===== config.mk =====
export PLATFORM = sky130hd
export DESIGN_NAME = hx8352_init_sequencer
export DESIGN_NICKNAME = d
export VERILOG_FILES = /design/src/rtl/hx8352_init_sequencer.sv
export SDC_FILE = /design/constraint.sdc
export NUM_CORES = 1
export LEC_CHECK = 0
export BUFFER_PORTS_ARGS = -buffer_cell sky130_fd_sc_hd__buf_4
export CORE_MARGIN = 2
export CORE_UTILIZATION = 37
export CTS_CLUSTER_SIZE = 8
export DETAILED_ROUTE_END_ITERATION = 7
export SYNTH_ARGS = -nofsm -noshare
export SYNTH_HDL_FRONTEND = slang
export SYNTH_SLANG_ARGS = --single-unit

===== constraint.sdc =====
create_clock -name clk -period 2.2 [get_ports clk]
set_input_delay 0.44 -clock clk [delete_from_list [all_inputs] [get_ports clk]]
set_output_delay 0.44 -clock clk [all_outputs]
set_load 0.005 [all_outputs]

===== src/rtl/hx8352_init_sequencer.sv =====
// Purpose: walks an init-table ROM and issues HX8352 command/data writes and ms delays.
// Latency: 3 cycles minimum per write entry (FETCH, DECODE, WR); 2 cycles per skipped zero delay.
// Backpressure: holds wr_valid/wr_dc/wr_data until wr_ready; waits on dly_done for delays.
// Optional: define HX8352_SEQ_ARM_TIMEOUT_EN to bound the wait for the delay unit to arm.
module hx8352_init_sequencer #(
    parameter int ADDR_W      = 8,
    parameter int ARM_TIMEOUT = 1_000_000
) (
    input  logic              clk,
    input  logic              rst_n,
    input  logic              start,
    output logic [ADDR_W-1:0] rom_addr,
    input  logic [9:0]        rom_data,
    output logic              wr_valid,
    input  logic              wr_ready,
    output logic              wr_dc,
    output logic [7:0]        wr_data,
    output logic              dly_step,
    output logic [7:0]        dly_ms,
    input  logic              dly_done,
    output logic              busy,
    output logic              done,
    output logic              err
);

    typedef enum logic [3:0] {
        S_IDLE,
        S_FETCH,
        S_DECODE,
        S_WR,
        S_DLY_STEP,
        S_DLY_ARM,
        S_DLY_WAIT,
        S_DONE,
        S_ERR
    } state_t;

    localparam logic [1:0] OP_CMD   = 2'b00;
    localparam logic [1:0] OP_DATA  = 2'b01;
    localparam logic [1:0] OP_DELAY = 2'b10;

    state_t            state, state_nxt;
    logic              start_q;
    logic              start_edge;
    logic [ADDR_W-1:0] addr_nxt;
    logic              dc_nxt;
    logic [7:0]        data_nxt;
    logic [7:0]        ms_nxt;
    logic              addr_last;
    state_t            adv_state;
    logic [ADDR_W-1:0] adv_addr;

`ifdef HX8352_SEQ_ARM_TIMEOUT_EN
    localparam logic [23:0] ARM_LIMIT = 24'(ARM_TIMEOUT - 1);
    logic [23:0] arm_cnt, arm_cnt_nxt;
`else
    // ARM_TIMEOUT has no effect when the arm wait is unbounded.
    logic unused_arm_timeout;
    assign unused_arm_timeout = ^ARM_TIMEOUT;
`endif

    assign start_edge = start & ~start_q;
    assign addr_last  = (rom_addr == {ADDR_W{1'b1}});

    // Moving past the last table slot is an overrun, never a wrap to 0.
    assign adv_state = addr_last ? S_ERR : S_FETCH;
    assign adv_addr  = addr_last ? rom_addr : rom_addr + 1'b1;

    // Outputs decoded straight from state so reset drops them in the same cycle.
    assign wr_valid = (state == S_WR);
    assign dly_step = (state == S_DLY_STEP);
    assign done     = (state == S_DONE);
    assign err      = (state == S_ERR);
    assign busy     = !((state == S_IDLE) || (state == S_DONE) || (state == S_ERR));

    // State and datapath registers.
    always_ff @(posedge clk or negedge rst_n) begin
        if (!rst_n) begin
            state    <= S_IDLE;
            start_q  <= 1'b0;
            rom_addr <= '0;
            wr_dc    <= 1'b0;
            wr_data  <= 8'h00;
            dly_ms   <= 8'h00;
`ifdef HX8352_SEQ_ARM_TIMEOUT_EN
            arm_cnt  <= 24'd0;
`endif
        end else begin
            state    <= state_nxt;
            start_q  <= start;
            rom_addr <= addr_nxt;
            wr_dc    <= dc_nxt;
            wr_data  <= data_nxt;
            dly_ms   <= ms_nxt;
`ifdef HX8352_SEQ_ARM_TIMEOUT_EN
            arm_cnt  <= arm_cnt_nxt;
`endif
        end
    end

    // Next-state and datapath update for the table walk.
    always_comb begin
        state_nxt = state;
        addr_nxt  = rom_addr;
        dc_nxt    = wr_dc;
        data_nxt  = wr_data;
        ms_nxt    = dly_ms;
`ifdef HX8352_SEQ_ARM_TIMEOUT_EN
        arm_cnt_nxt = arm_cnt;
`endif
        case (state)
            S_IDLE, S_DONE, S_ERR: begin
                if (start_edge) begin
                    state_nxt = S_FETCH;
                    addr_nxt  = '0;
                end
            end
            S_FETCH: begin
                // rom_data follows rom_addr by one cycle.
                state_nxt = S_DECODE;
            end
            S_DECODE: begin
                case (rom_data[9:8])
                    OP_CMD, OP_DATA: begin
                        dc_nxt    = rom_data[8];
                        data_nxt  = rom_data[7:0];
                        state_nxt = S_WR;
                    end
                    OP_DELAY: begin
                        if (rom_data[7:0] == 8'h00) begin
                            state_nxt = adv_state;
                            addr_nxt  = adv_addr;
                        end else begin
                            ms_nxt    = rom_data[7:0];
                            state_nxt = S_DLY_STEP;
                        end
                    end
                    default: state_nxt = S_DONE;
                endcase
            end
            S_WR: begin
                if (wr_ready) begin
                    state_nxt = adv_state;
                    addr_nxt  = adv_addr;
                end
            end
            S_DLY_STEP: begin
                state_nxt = S_DLY_ARM;
`ifdef HX8352_SEQ_ARM_TIMEOUT_EN
                arm_cnt_nxt = 24'd0;
`endif
            end
            S_DLY_ARM: begin
                // A done level left over from the previous delay is not completion.
                if (!dly_done) begin
                    state_nxt = S_DLY_WAIT;
`ifdef HX8352_SEQ_ARM_TIMEOUT_EN
                end else if (arm_cnt == ARM_LIMIT) begin
                    state_nxt = S_ERR;
                end else begin
                    arm_cnt_nxt = arm_cnt + 24'd1;
`endif
                end
            end
            S_DLY_WAIT: begin
                if (dly_done) begin
                    state_nxt = adv_state;
                    addr_nxt  = adv_addr;
                end
            end
            default: state_nxt = S_IDLE;
        endcase
    end

endmodule

==> flow_summary.ini, run 1 <==
[sta]
rsz0062_at_grt = false
drv_slew = 0
tns_ns = 0
fin_ws_ns = 0.150
period_minus_slack_ns = 2.05
setup-violations-final = 0
finClkSkew_ns = 0.00313
max_freq_ghz = 0.488
slew-limit-headroom_pct = 61.2
period_share_pct = 93.2
worst_pin_slew_ns = 0.582
fin_hold_ws_ns = 0.0779
hold_viol_final = 0

[floorplan]
ios = 45
core_um2 = 4090
dieWidth_um = 69.8
initial_utilization_pct = 39.2
fp.dieArea_um2 = 4870
die_h_um = 69.8
rows = 23

[clocking]
cts_root_buffer = clkbuf_8
clock_latency_ns = 0.28
clockBufferDepth = 2
cts_tree = built
cts_setup_buffers = 0
numCtsBuffers = 5
cts_sinks = 30
hold_buffers = 0
h-tree-depth = 2
clkTransAtPathRegs_ns = 0.06

[global_route]
grt_max_degree = 31
grt_pass1_vias = 1344
grt_pass1_wl_mm = 6.52
grt_usage_pct = 16.7
overflow = 0
antenna_found_initial = 0

[finish]
nets = 221
antenna-diode-count = 0
fin_util_pct = 52.6
area_growth_syn_to_layout_pct = 34.2
drive_above_1_share_pct = 49.0

[routing]
drt_wl_total_mm = 3.89
drtAntennaViolNets = 0
post_drt_wl_per_cell_um = 15.2
firstDrtPassIters = 4
via_count = 1367
first_iter_violations = 138
avgViaCountPerCell = 5.34
drc = 0

[yosys]
async_flop_share_pct = 100
syn-num-nets = 160
yosys.area_share.simple_pct = 21.7
synthMuxAreaShare_pct = 12.6
yosysWarnings = 0
synthFlopType = dfrtp_1
synth_top_family_by_area = simple AND/OR/NAND/NOR gates
synth_fa_ha_area_share_pct = 0.782
synth-seq-cells = 30
netlist_area_um2 = 1600
synth_seq_area_share_pct = 46.9
syn_area_per_cell_um2 = 11.1
synth-xor-area-share_pct = 0
synth_cells = 144
yosysUniqueCellTypes = 43
synth-edff-count = 0
synth_compound_area_share_pct = 13.2

[setup_path]
cp.arrival_ns = 2.21
path_max_fanout = 9
cp-start-kind = flop
r2r_cells = 4
critPathKind = flop to flop
cp-end-kind = flop
cp.required_ns = 2.36

[placed_design]
dp_hpwl_mm = 2.91
place_congestion = 0.837
post-place-ws_ns = -0.0755
place.port_buffers = 44

[pwr]
power_leakage_nw = 0.993
p_int_w = 0.00176
netSwitchingFraction_pct = 36.3
fin_total_pwr_w = 0.00276
powerDensity_nw_per_um2 = 1290
ir_worst_vdd_v = 0.000622
seq_power_share_pct = 36.8
combinationalPowerShare_pct = 46.7
power_switching_w = 0.00100
p_clk_share_pct = 16.5

[run]
drv_cap = 0

[run_status]
status = complete, no violations

[hold_path]
hp-class = input pin to async pin
-- registers in the layout (all words and copies together) (netlist names) --
signal,flops
dly_ms,8
rom_addr,8
state,4
start_q,1
wr_data,8
wr_dc,1
-- power by group through the flow --
stage          Sequential (W)  Clock, W  Combinational, W
5_1_grt               0.00106  0.000493           0.00140
2_1_floorplan        0.000948         0          0.000778
3_3_place_gp          0.00100         0           0.00126
6_report              0.00102  0.000455           0.00129
3_5_place_dp          0.00102         0           0.00130
4_1_cts               0.00102  0.000465           0.00130
-- routing by layer --
metal  GRT usage, %  vias to the layer above  routed length [um]
met5              0                        -                   0
li1               -                      656                   -
met3           6.10                        6                 220
met4           6.20                        0                  49
met2           26.0                       40                1910
met1           21.2                      665                1710
-- logic make-up after synthesis --
family                     count (synthesis)
DFF                                       30
buffers and inverters                     11
muxes                                     18
adders and majority gates                  1
AOI/OAI and AO/OA                         28
and+or+nand+nor                           56
-- layout by cell type (no fill, tap or decap), types with 2 or more instances in the layout --
master / n
a21oi_1: 7
a221o_1: 4
a22o_1: 2
and3_1: 2
and3_2: 3
buf_4: 59
clkbuf_8: 6
dfrtp_1: 30
inv_1: 6
mux2_2: 17
nand2_1: 9
nand2b_1: 3
nand3_1: 7
nand4_1: 2
nor2_1: 7
nor3_1: 6
nor3b_1: 2
nor4_1: 2
o21ai_0: 6
or4_4: 2
-- stage by stage --
step / cell area (um2) / instances
finish: 2150 / 256
global route: 2150 / 256
CTS: 2140 / 256
detailed placement: 2050 / 248
global placement: 2050 / 248
floorplan: 1600 / 144
-- layout make-up --
| cell class | count | area [um2] |
|---|---|---|
| tap | 50 | 62.6 |
| clock inverter | 1 | 5.00 |
| clock buffer | 7 | 86.3 |
| sequential | 30 | 751 |
| timing repair buffer | 59 | 443 |
| fill | 386 | 1940 |
| multi-input combinational | 103 | 778 |
| inverter | 6 | 22.5 |
-- cells in the mapped netlist (all sizes together) (4+ instances only) --
cell | count | area share (%)
dfrtp | 30 | 47
mux2 | 17 | 12
nand2 | 9 | 2.1
nor2 | 8 | 2.0
nor3 | 8 | 3.5
a21oi | 7 | 2.2
nand3 | 7 | 2.2
o21ai | 7 | 2.9
inv | 6 | 1.4
and3 | 5 | 2.2
a221o | 4 | 2.5
buf | 4 | 2.6
nand2b | 4 | 2.0
-- what timing repair did --
action | CTS | global route
endpoints found under the setup margin | 0 | 1
resized for setup | 0 | 1
hold endpoints to repair | 0 | 0
-- worst paths after layout --
path	from	endpoint	slack, ns
max in group asynchronous	rst_n	rom_addr[2]	1.85
worst max register to register	state[1]	dly_ms[4]	0.15
worst min register to register	wr_data[4]	wr_data[4]	0.52
worst min-delay path	rst_n	dly_ms[2]	0.08
worst max-delay path	state[1]	dly_ms[4]	0.15
min in group clk	start	start_q	0.28
-- critical path, stage by stage, from the launching register on --
cell	delay, ns
dfrtp_1	0.56
nand2b_4	0.11
or3_1	0.41
nor3_4	0.45
mux2_2	0.39
Power figures use the tool's default switching activity.
==> run 2: changes to the inputs <==
CORE_UTILIZATION = 30   (was 37)
==> flow_summary.ini, run 2 (same netlist as run 1, synthesis figures left out) <==
[global_route]
met2_usage_pct = 22.5
grt_max_degree = 31
grt_pass1_vias = 1371
top_usage_layer = met2
antenna_found_initial = 0
grt.met3_usage_pct = 4.12
grt_usage_pct = 14.0
grt_pass1_wl_mm = 6.61
globalRouteMet1Util_pct = 18.0
overflow = 0

[clocking]
hold_buffers = 0
cts_setup_buffers = 0
h-tree-depth = 2
cts_sinks = 30
post_cts_resize_count = 0
cts_tree = built
clkTransAtPathRegs_ns = 0.07
numCtsBuffers = 5
clockBufferDepth = 2
clock_latency_ns = 0.29
cts_root_buffer = clkbuf_8

[sta]
max_freq_ghz = 0.496
hold_viol_final = 0
fin_hold_ws_ns = 0.0795
worst_pin_slew_ns = 0.520
slew-limit-headroom_pct = 65.3
period_share_pct = 91.6
setup-violations-final = 0
drv_slew = 0
period_minus_slack_ns = 2.02
rsz0062_at_grt = false
finClkSkew_ns = 0.00333

[setup_path]
cp.arrival_ns = 2.18
worst_r2r_endpoint = rom_addr[4]
r2r_cells = 5
critPathKind = flop to flop
cp-start-kind = flop
cp-end-kind = flop
r2r_setup_slack_ns = 0.18
worstReg2RegStart = state[0]
path_max_fanout = 14
cp.required_ns = 2.37

[routing]
drt_wl_total_mm = 3.83
via_count = 1334
drc = 0
first_iter_violations = 60
avgViaCountPerCell = 4.83
firstDrtPassIters = 4
drtAntennaViolNets = 0
post_drt_wl_per_cell_um = 13.9

[placed_design]
place.port_buffers = 44
dp_hpwl_mm = 2.83
place_congestion = 0.804
dpl_cell_area_um2 = 2080

[finish]
area_growth_syn_to_layout_pct = 35.7
drive_above_1_share_pct = 49.0
final_common_cell = buf_4
layout_common_cells = buf_4, dfrtp_1, mux2_2, nand2_1
fillCellCount = 546
antenna-diode-count = 0
stdcell_area_um2 = 2170
nets = 221
largestRegisters = dly_ms: 8 flops, rom_addr: 8 flops, wr_data: 8 flops

[pwr]
ir_worst_vdd_v = 0.000546
fin_total_pwr_w = 0.00275
powerDensity_nw_per_um2 = 1270
power_leakage_nw = 0.988

[floorplan]
dieWidth_um = 77.0
rows = 26
initial_utilization_pct = 31.1
die_h_um = 77.0
core_um2 = 5140
fp.dieArea_um2 = 5930
ios = 45

[hold_path]
hp-class = input pin to async pin

[run]
drv_cap = 0

[run_status]
status = complete, no violations
==> run 2: worst max-delay path by stage <==
stage | startpoint | end | cells after the start
after floorplan | rom_data[5] | rom_addr[2] | 6
after global placement | rom_data[5] | rom_addr[7] | 6
after detailed placement | rom_data[5] | rom_addr[4] | 6
after CTS | state[0] | rom_addr[4] | 5
after global routing | state[0] | rom_addr[2] | 5
final | state[0] | rom_addr[4] | 5
==> run 2: critical path, stage by stage (launching register included) <==
cell,delay [ns]
dfrtp_1,0.54
nor3b_1,0.21
o21ai_0,0.37
and3_1,0.29
o21ai_4,0.11
a221o_1,0.36
==> run 2: layout make-up <==
cell class | count | area (um2) | area share [%]
tap | 70 | 87.6 | 4.03
clock inverter | 2 | 12.5 | 0.576
inverter | 6 | 22.5 | 1.04
timing repair buffer | 59 | 443 | 20.4
clock buffer | 6 | 82.6 | 3.80
sequential | 30 | 751 | 34.6
multi-input combinational | 103 | 772 | 35.6
==> run 2: layer usage <==
layer	up-vias	routed length [um]
met3	6	255
met5	-	0
met1	628	1780
li1	657	-
met2	43	1730
met4	0	61
==> run 2: metrics by stage <==
| stage | TNS (ns) | worst slack, ns | instances | utilization [%] |
|---|---|---|---|---|
| after floorplan | 0 | 0.0993 | 144 | - |
| after global routing | 0 | 0.0382 | 276 | 42.2 |
| after global placement | 0 | 0.0218 | 268 | 40.4 |
| final | 0 | 0.185 | 276 | 42.2 |
| after detailed placement | -0.0672 | -0.0256 | 268 | 40.4 |
| after CTS | 0 | 0.195 | 276 | 42.2 |
==> run 2: report_power, final <==
part | switching (W) | total [W] | internal, W
registers | 0.000223 | 0.000998 | 0.000775
clock network | 0.000224 | 0.000475 | 0.000251
logic | 0.000546 | 0.00128 | 0.000736
total | 0.000992 | 0.00275 | 0.00176
